$ cat src/rtl/grid_link_router.sv
// Neighbour-link router: steers local egress words to grid ports (unicast/broadcast/loopback)
// and merges grid ingress plus loopback into the local rx stream with a round-robin arbiter.
module grid_link_router #(
    parameter int unsigned NUM_GRID_PORTS       = 2,
    parameter int unsigned NUM_FPGAS            = 5,
    parameter int unsigned FPGA_ID              = 1,
    parameter int unsigned DEST_LSB             = 56,
    parameter logic [NUM_FPGAS*((NUM_GRID_PORTS > 1) ? $clog2(NUM_GRID_PORTS) : 1)-1:0]
                           ROUTE_MAP            = '0,
    parameter logic [NUM_GRID_PORTS-1:0] PORT_ENABLE = '1,
    parameter int unsigned ROUTER_DELAY_COUNTER = 18
) (
    input  logic                         clk,
    input  logic                         reset,
    input  logic [63:0]                  local_tx_data,
    input  logic                         local_tx_valid,
    output logic                         local_tx_ready,
    output logic [63:0]                  local_rx_data,
    output logic                         local_rx_valid,
    input  logic                         local_rx_ready,
    output logic [64*NUM_GRID_PORTS-1:0] grid_out_data,
    output logic [NUM_GRID_PORTS-1:0]    grid_out_valid,
    input  logic [NUM_GRID_PORTS-1:0]    grid_out_ready,
    input  logic [64*NUM_GRID_PORTS-1:0] grid_in_data,
    input  logic [NUM_GRID_PORTS-1:0]    grid_in_valid,
    output logic [NUM_GRID_PORTS-1:0]    grid_in_ready,
    output logic                         router_busy,
    output logic [15:0]                  drop_count
);

    localparam int unsigned N              = NUM_GRID_PORTS;
    localparam int unsigned FPGA_BIT_WIDTH = $clog2(NUM_FPGAS);
    localparam int unsigned PORT_W         = (N > 1) ? $clog2(N) : 1;
    localparam int unsigned MAP_SZ         = 1 << PORT_W;
    localparam int unsigned RR_W           = $clog2(N + 1);
    localparam int unsigned CNT_W          =
        (ROUTER_DELAY_COUNTER > 0) ? $clog2(ROUTER_DELAY_COUNTER + 1) : 1;
    localparam logic [FPGA_BIT_WIDTH-1:0] DEST_BCAST = '1;
    localparam logic [FPGA_BIT_WIDTH-1:0] DEST_SELF  = FPGA_BIT_WIDTH'(FPGA_ID);

    logic [N-1:0]       out_valid_q;
    logic [64*N-1:0]    out_data_q;
    logic               rx_valid_q;
    logic [63:0]        rx_data_q;
    logic [RR_W-1:0]    rr_ptr_q;
    logic [CNT_W-1:0]   idle_cnt_q;
    logic               busy_q;
    logic [15:0]        drop_count_q;

    logic [FPGA_BIT_WIDTH-1:0] dest;
    logic               is_loop, is_bcast, is_drop, uni_ok;
    logic [PORT_W-1:0]  uni_port;
    logic [N-1:0]       out_free, out_load;
    logic [MAP_SZ-1:0]  en_pad, free_pad;
    logic               tx_fire, drop_fire;
    logic [N:0]         req, req_rdy, gnt;
    logic               rx_free, rx_load, blocked, activity;
    logic [RR_W:0]      rr_sum;
    logic [RR_W-1:0]    rr_idx, gnt_idx;
    logic [63:0]        rx_next;

    assign dest     = local_tx_data[DEST_LSB +: FPGA_BIT_WIDTH];
    assign en_pad   = MAP_SZ'(PORT_ENABLE);
    assign out_free = ~out_valid_q | grid_out_ready;
    assign free_pad = MAP_SZ'(out_free);

    // Destination decode, evaluated in priority order loopback > broadcast > drop > unicast.
    always_comb begin
        is_loop  = (dest == DEST_SELF);
        is_bcast = !is_loop && (dest == DEST_BCAST);
        is_drop  = !is_loop && !is_bcast && (32'(dest) >= NUM_FPGAS);
        uni_port = '0;
        if (!is_loop && !is_bcast && !is_drop) begin
            uni_port = ROUTE_MAP[32'(dest) * PORT_W +: PORT_W];
        end
        uni_ok = (32'(uni_port) < N) && en_pad[uni_port];
    end

    // Ingress arbitration: a requester is ready when no higher-priority requester is valid,
    // so a port's ready never depends on its own valid.
    always_comb begin
        req = '0;
        for (int i = 0; i < N; i++) begin
            req[i] = grid_in_valid[i] & PORT_ENABLE[i];
        end
        req[N]  = local_tx_valid & is_loop;
        rx_free = !rx_valid_q || local_rx_ready;
        blocked = 1'b0;
        req_rdy = '0;
        rr_sum  = '0;
        rr_idx  = '0;
        for (int k = 0; k <= N; k++) begin
            rr_sum = {1'b0, rr_ptr_q} + (RR_W+1)'(k);
            if (rr_sum > (RR_W+1)'(N)) begin
                rr_sum = rr_sum - (RR_W+1)'(N + 1);
            end
            rr_idx = rr_sum[RR_W-1:0];
            req_rdy[rr_idx] = rx_free && !blocked;
            if (req[rr_idx]) begin
                blocked = 1'b1;
            end
        end
        gnt     = req & req_rdy;
        rx_load = |gnt;
        rx_next = '0;
        gnt_idx = '0;
        for (int k = 0; k < N; k++) begin
            if (gnt[k]) begin
                rx_next = grid_in_data[64*k +: 64];
                gnt_idx = RR_W'(k);
            end
        end
        if (gnt[N]) begin
            rx_next = local_tx_data;
            gnt_idx = RR_W'(N);
        end
        for (int i = 0; i < N; i++) begin
            grid_in_ready[i] = PORT_ENABLE[i] ? req_rdy[i] : 1'b1;
        end
    end

    always_comb begin
        if (is_loop) begin
            local_tx_ready = req_rdy[N];
        end else if (is_bcast) begin
            local_tx_ready = &(out_free | ~PORT_ENABLE);
        end else if (is_drop || !uni_ok) begin
            local_tx_ready = 1'b1;
        end else begin
            local_tx_ready = free_pad[uni_port];
        end
        tx_fire   = local_tx_valid && local_tx_ready;
        drop_fire = tx_fire && !is_loop && !is_bcast && (is_drop || !uni_ok);
        for (int i = 0; i < N; i++) begin
            out_load[i] = tx_fire && !is_loop &&
                          ((is_bcast && PORT_ENABLE[i]) ||
                           (!is_bcast && !is_drop && uni_ok && (32'(uni_port) == i)));
        end
        activity = (|out_valid_q) || rx_valid_q || (|(grid_in_valid & PORT_ENABLE)) ||
                   local_tx_valid;
    end

    always_ff @(posedge clk) begin
        if (reset) begin
            out_valid_q  <= '0;
            out_data_q   <= '0;
            rx_valid_q   <= 1'b0;
            rx_data_q    <= '0;
            rr_ptr_q     <= '0;
            idle_cnt_q   <= '0;
            busy_q       <= 1'b0;
            drop_count_q <= '0;
        end else begin
            for (int i = 0; i < N; i++) begin
                if (out_load[i]) begin
                    out_valid_q[i]        <= 1'b1;
                    out_data_q[64*i +: 64] <= local_tx_data;
                end else if (grid_out_ready[i]) begin
                    out_valid_q[i] <= 1'b0;
                end
            end
            if (rx_load) begin
                rx_valid_q <= 1'b1;
                rx_data_q  <= rx_next;
                rr_ptr_q   <= (gnt_idx == RR_W'(N)) ? '0 : gnt_idx + RR_W'(1);
            end else if (local_rx_ready) begin
                rx_valid_q <= 1'b0;
            end
            if (drop_fire && (drop_count_q != 16'hFFFF)) begin
                drop_count_q <= drop_count_q + 16'd1;
            end
            // Busy falls on the same edge the idle counter reaches zero.
            if (activity) begin
                idle_cnt_q <= CNT_W'(ROUTER_DELAY_COUNTER);
                busy_q     <= 1'b1;
            end else if (idle_cnt_q != '0) begin
                idle_cnt_q <= idle_cnt_q - CNT_W'(1);
                busy_q     <= (idle_cnt_q != CNT_W'(1));
            end else begin
                busy_q <= 1'b0;
            end
        end
    end

    always_comb begin
        grid_out_data = '0;
        for (int i = 0; i < N; i++) begin
            if (PORT_ENABLE[i]) begin
                grid_out_data[64*i +: 64] = out_data_q[64*i +: 64];
            end
        end
    end

    assign grid_out_valid = out_valid_q & PORT_ENABLE;
    assign local_rx_valid = rx_valid_q;
    assign local_rx_data  = rx_data_q;
    assign router_busy    = busy_q;
    assign drop_count     = drop_count_q;

endmodule

$ cat config.mk
export PLATFORM = sky130hd
export DESIGN_NAME = grid_link_router
export DESIGN_NICKNAME = d
export VERILOG_FILES = /design/src/rtl/grid_link_router.sv
export SDC_FILE = /design/constraint.sdc
export NUM_CORES = 1
export LEC_CHECK = 0
export ABC_AREA = 1
export CAP_MARGIN = 20
export CORE_ASPECT_RATIO = 1.2
export CORE_MARGIN = 2
export CORE_UTILIZATION = 39
export DETAILED_ROUTE_END_ITERATION = 8
export PLACE_DENSITY = 0.77
export SYNTH_ARGS = -nofsm -noshare
export SYNTH_HDL_FRONTEND = slang
export SYNTH_SLANG_ARGS = --single-unit
export TNS_END_PERCENT = 50
$ cat constraint.sdc
create_clock -name clk -period 2.34 [get_ports clk]
set_clock_uncertainty 0.2 [all_clocks]
set_input_delay 0.234 -clock clk [delete_from_list [all_inputs] [get_ports clk]]
set_output_delay 0.234 -clock clk [all_outputs]
set_load 0.01 [all_outputs]
==> impl_metrics.tcl <==
set metrics [dict create \
    fin_crit_sh_pct 108.2 \
    dpl.hpwl_um 26970 \
    yosysWarnings 0 \
    cts_buffers 24 \
    antenna_found_initial 0 \
    core_sq_um 24750 \
    final_cell_area_sq_um 16960 \
    cts_buffer_depth 3 \
    fin_cells 2234 \
    post-place-ws_ns -0.3141 \
    setup_ws_ns -0.1928 \
    clk-insertion-delay-late_ns 0.52 \
    row_count 63 \
    tritoncts "built" \
    clkSinkCount 219 \
    total_power_mw 17.54 \
    h-tree-depth 1 \
    ir_drop_mv 0.6199 \
    place_area_sq_um 14660 \
    die_h_um 177.9 \
    tightestPinTransition_ns 0.8141 \
    yosys.cell_types.count 31 \
    start_util_pct 39.69 \
    nNetsFinal 2099 \
    holdCritPathClass "primary input to flip-flop" \
    final.setup.tns_ns -17.31 \
    crit_arrival_ns 2.74 \
    io_pins 415 \
    syn-cell-area_sq_um 9824 \
    required_ns 2.55 \
    multi_input_area_sq_um 5425 \
    startpoint_type "flip-flop" \
    grt_usage_pct 28.40 \
    period_minus_slack_ns 2.533 \
    end_kind "flip-flop" \
    antenna_left 0 \
    n_antenna_cell 0 \
    dieArea_sq_um 26480 \
    seq_area_frac_synth_pct 44.63 \
    gp_congestion 0.8862 \
    finalSetupViolations 199 \
    powerDensity_nw_per_um2 1034 \
    die_x_um 148.9 \
    maxCapViolCount 0 \
    layout-area-overhead-vs-synth_pct 72.63 \
    grt_max_degree 151 \
    dr.pass1.iters 5 \
    crit_type "flip-flop to flip-flop" \
    syn_area_per_cell_sq_um 6.856 \
    worstPathMaxFanout 10 \
    synthCells 1433 \
    drive_gt1_share_pct 15.66 \
    outcome "complete, but fails checks" \
    fillers 2023 \
    via_per_inst 5.307 \
    synth-seq-cells 219 \
    wl_um 43140 \
    grt_remaining_overflow 0 \
    rsz0062_at_grt "yes" \
    leakage_nw 6.594 \
    drv_slew 0 \
    placed_cells 2148 \
    avgRoutedWirePerCell_um 19.31 \
    drt_iter0_drc 824 \
    grt_pass1_wl_um 59620 \
    cts.clk_slew.worst_paths_ns 0.07 \
    via_count 11860 \
    grt_pass1_vias 11030 \
    slew_headroom_pct 45.73 \
    syn_nets 1641 \
    regArea_sq_um 4392 \
    clockRootBuffer "clkbuf_16" \
    io_buffers 414 \
    failed_checks "setup timing" \
    clock.fmax_ghz 0.3948 \
    drcViolationCount 0 \
    hold_viol 0 \
]
worst max-delay path, cell delays in order, from the launching register on:
cell	delay, ns
dfxtp_4	0.39
inv_4	0.04
ha_4	0.22
nor2_1	0.16
nand3_1	0.11
nand4_1	0.17
nand2_1	0.09
buf_4	0.15
nand3_4	0.10
nand3_4	0.11
buf_12	0.18
buf_12	0.13
buf_16	0.14
o21ai_0	0.15
nor2_1	0.06
where the power goes:
part	switching [mW]	internal (mW)
Combinational	4.51	4.27
Clock	1.61	2.25
Sequential	0.414	4.48
Total	6.54	11.0
per-stage QoR:
step	util, %	hold WS (ns)
after detailed placement	59.21	0.2370
after global placement	59.21	0.2315
after CTS	64.44	0.009646
after floorplan	-	0.1940
final	68.52	0.01352
after global routing	68.52	0.03255
cells in the mapped netlist:
cell / number / area, sq um
nand2b_1: 1 / 6.260
o211ai_1: 1 / 7.510
buf_4: 9 / 67.56
clkbuf_1: 55 / 206.5
xor2_1: 11 / 96.34
inv_2: 5 / 18.77
buf_1: 5 / 18.77
nand4_1: 5 / 31.28
o21ai_0: 70 / 350.3
nor3_1: 10 / 50.05
nand4_2: 1 / 12.51
buf_2: 20 / 100.1
and2_1: 2 / 12.51
nand3b_1: 2 / 15.01
a31oi_1: 3 / 18.77
nor2_2: 4 / 25.02
or2_2: 2 / 12.51
nand3_1: 158 / 790.8
nor3_2: 1 / 10.01
nor2_1: 149 / 559.3
ha_1: 8 / 100.1
and2_0: 2 / 12.51
nand3_2: 6 / 60.06
xnor2_1: 4 / 35.03
o21bai_1: 1 / 7.510
a21oi_1: 150 / 750.7
nand2_1: 484 / 1817
a211oi_1: 1 / 7.510
dfxtp_1: 219 / 4384
buf_6: 10 / 112.6
inv_1: 34 / 127.6
final cells by class:
| type | count | area share [%] |
|---|---|---|
| clock inverter | 13 | 0.6123 |
| multi-input combinational | 1076 | 31.99 |
| sequential | 219 | 25.89 |
| tap | 325 | 2.398 |
| inverter | 39 | 0.9664 |
| clock buffer | 31 | 4.176 |
| timing repair buffer | 531 | 33.97 |
final timing paths:
path	from	end	slack, ns	depth (start not counted)
max	rr_ptr_q[0]$_SDFFE_PP0P_	local_rx_data[50]$_SDFFE_PP0P_	-0.19	14
min	reset	idle_cnt_q[4]$_SDFFE_PP0P_	0.01	4
max reg2reg	rr_ptr_q[0]$_SDFFE_PP0P_	local_rx_data[50]$_SDFFE_PP0P_	-0.19	14
min reg2reg	grid_out_data[57]$_SDFFE_PP0P_	grid_out_data[57]$_SDFFE_PP0P_	0.24	2
kinds of logic (layout without fill, tap and decap cells):
| family | count (synthesis) | after routing | synth area share, % |
|---|---|---|---|
| buf+inv | 138 | 614 | 6.635 |
| compound gates | 226 | 226 | 11.63 |
| xor+xnor | 15 | 15 | 1.337 |
| fa+ha+maj | 8 | 8 | 1.019 |
| simple gates | 827 | 827 | 34.76 |
| flops | 219 | 219 | 44.63 |
layout by cell type (no fill, tap or decap), types with 5 or more instances in the layout:
cell,instances
clkbuf_16,37
inv_1,30
nor3_1,10
a21oi_2,39
nor2_1,147
inv_2,6
ha_1,6
nand3_1,122
buf_12,23
buf_8,6
buf_16,8
buf_6,12
o21ai_1,6
o21ai_0,61
buf_4,60
dfxtp_1,217
a21oi_1,111
nand2_1,458
nand2_4,5
nand3_2,23
nand3_4,19
clkbuf_8,6
nand2_2,20
xor2_1,11
clkdlybuf4s50_1,410
nand4_1,5
clkinv_2,8
repair_timing:
action,in CTS,in global routing
pin swaps,31,45
resized for setup,64,144
setup buffers,11,10
cloned,8,14
setup endpoints to repair,215,214
hold buffers,0,0
flip-flops by register name, indices dropped and copies added, names as in the netlist:
signal          count
router_busy         1
local_rx_data      64
drop_count         16
idle_cnt_q          5
local_rx_valid      1
grid_out_data     128
grid_out_valid      2
rr_ptr_q            2
routing by layer:
metal | vias to the layer above | share of wire (%) | global-route usage [%]
met1 | 5506 | 37 | 32.44
met3 | 131 | 9.3 | 6.941
met4 | 0 | 4.9 | 12.38
li1 | 5550 | - | -
met2 | 668 | 49 | 50.15
met5 | - | 0 | 0
(Power assumes the default switching activity.)
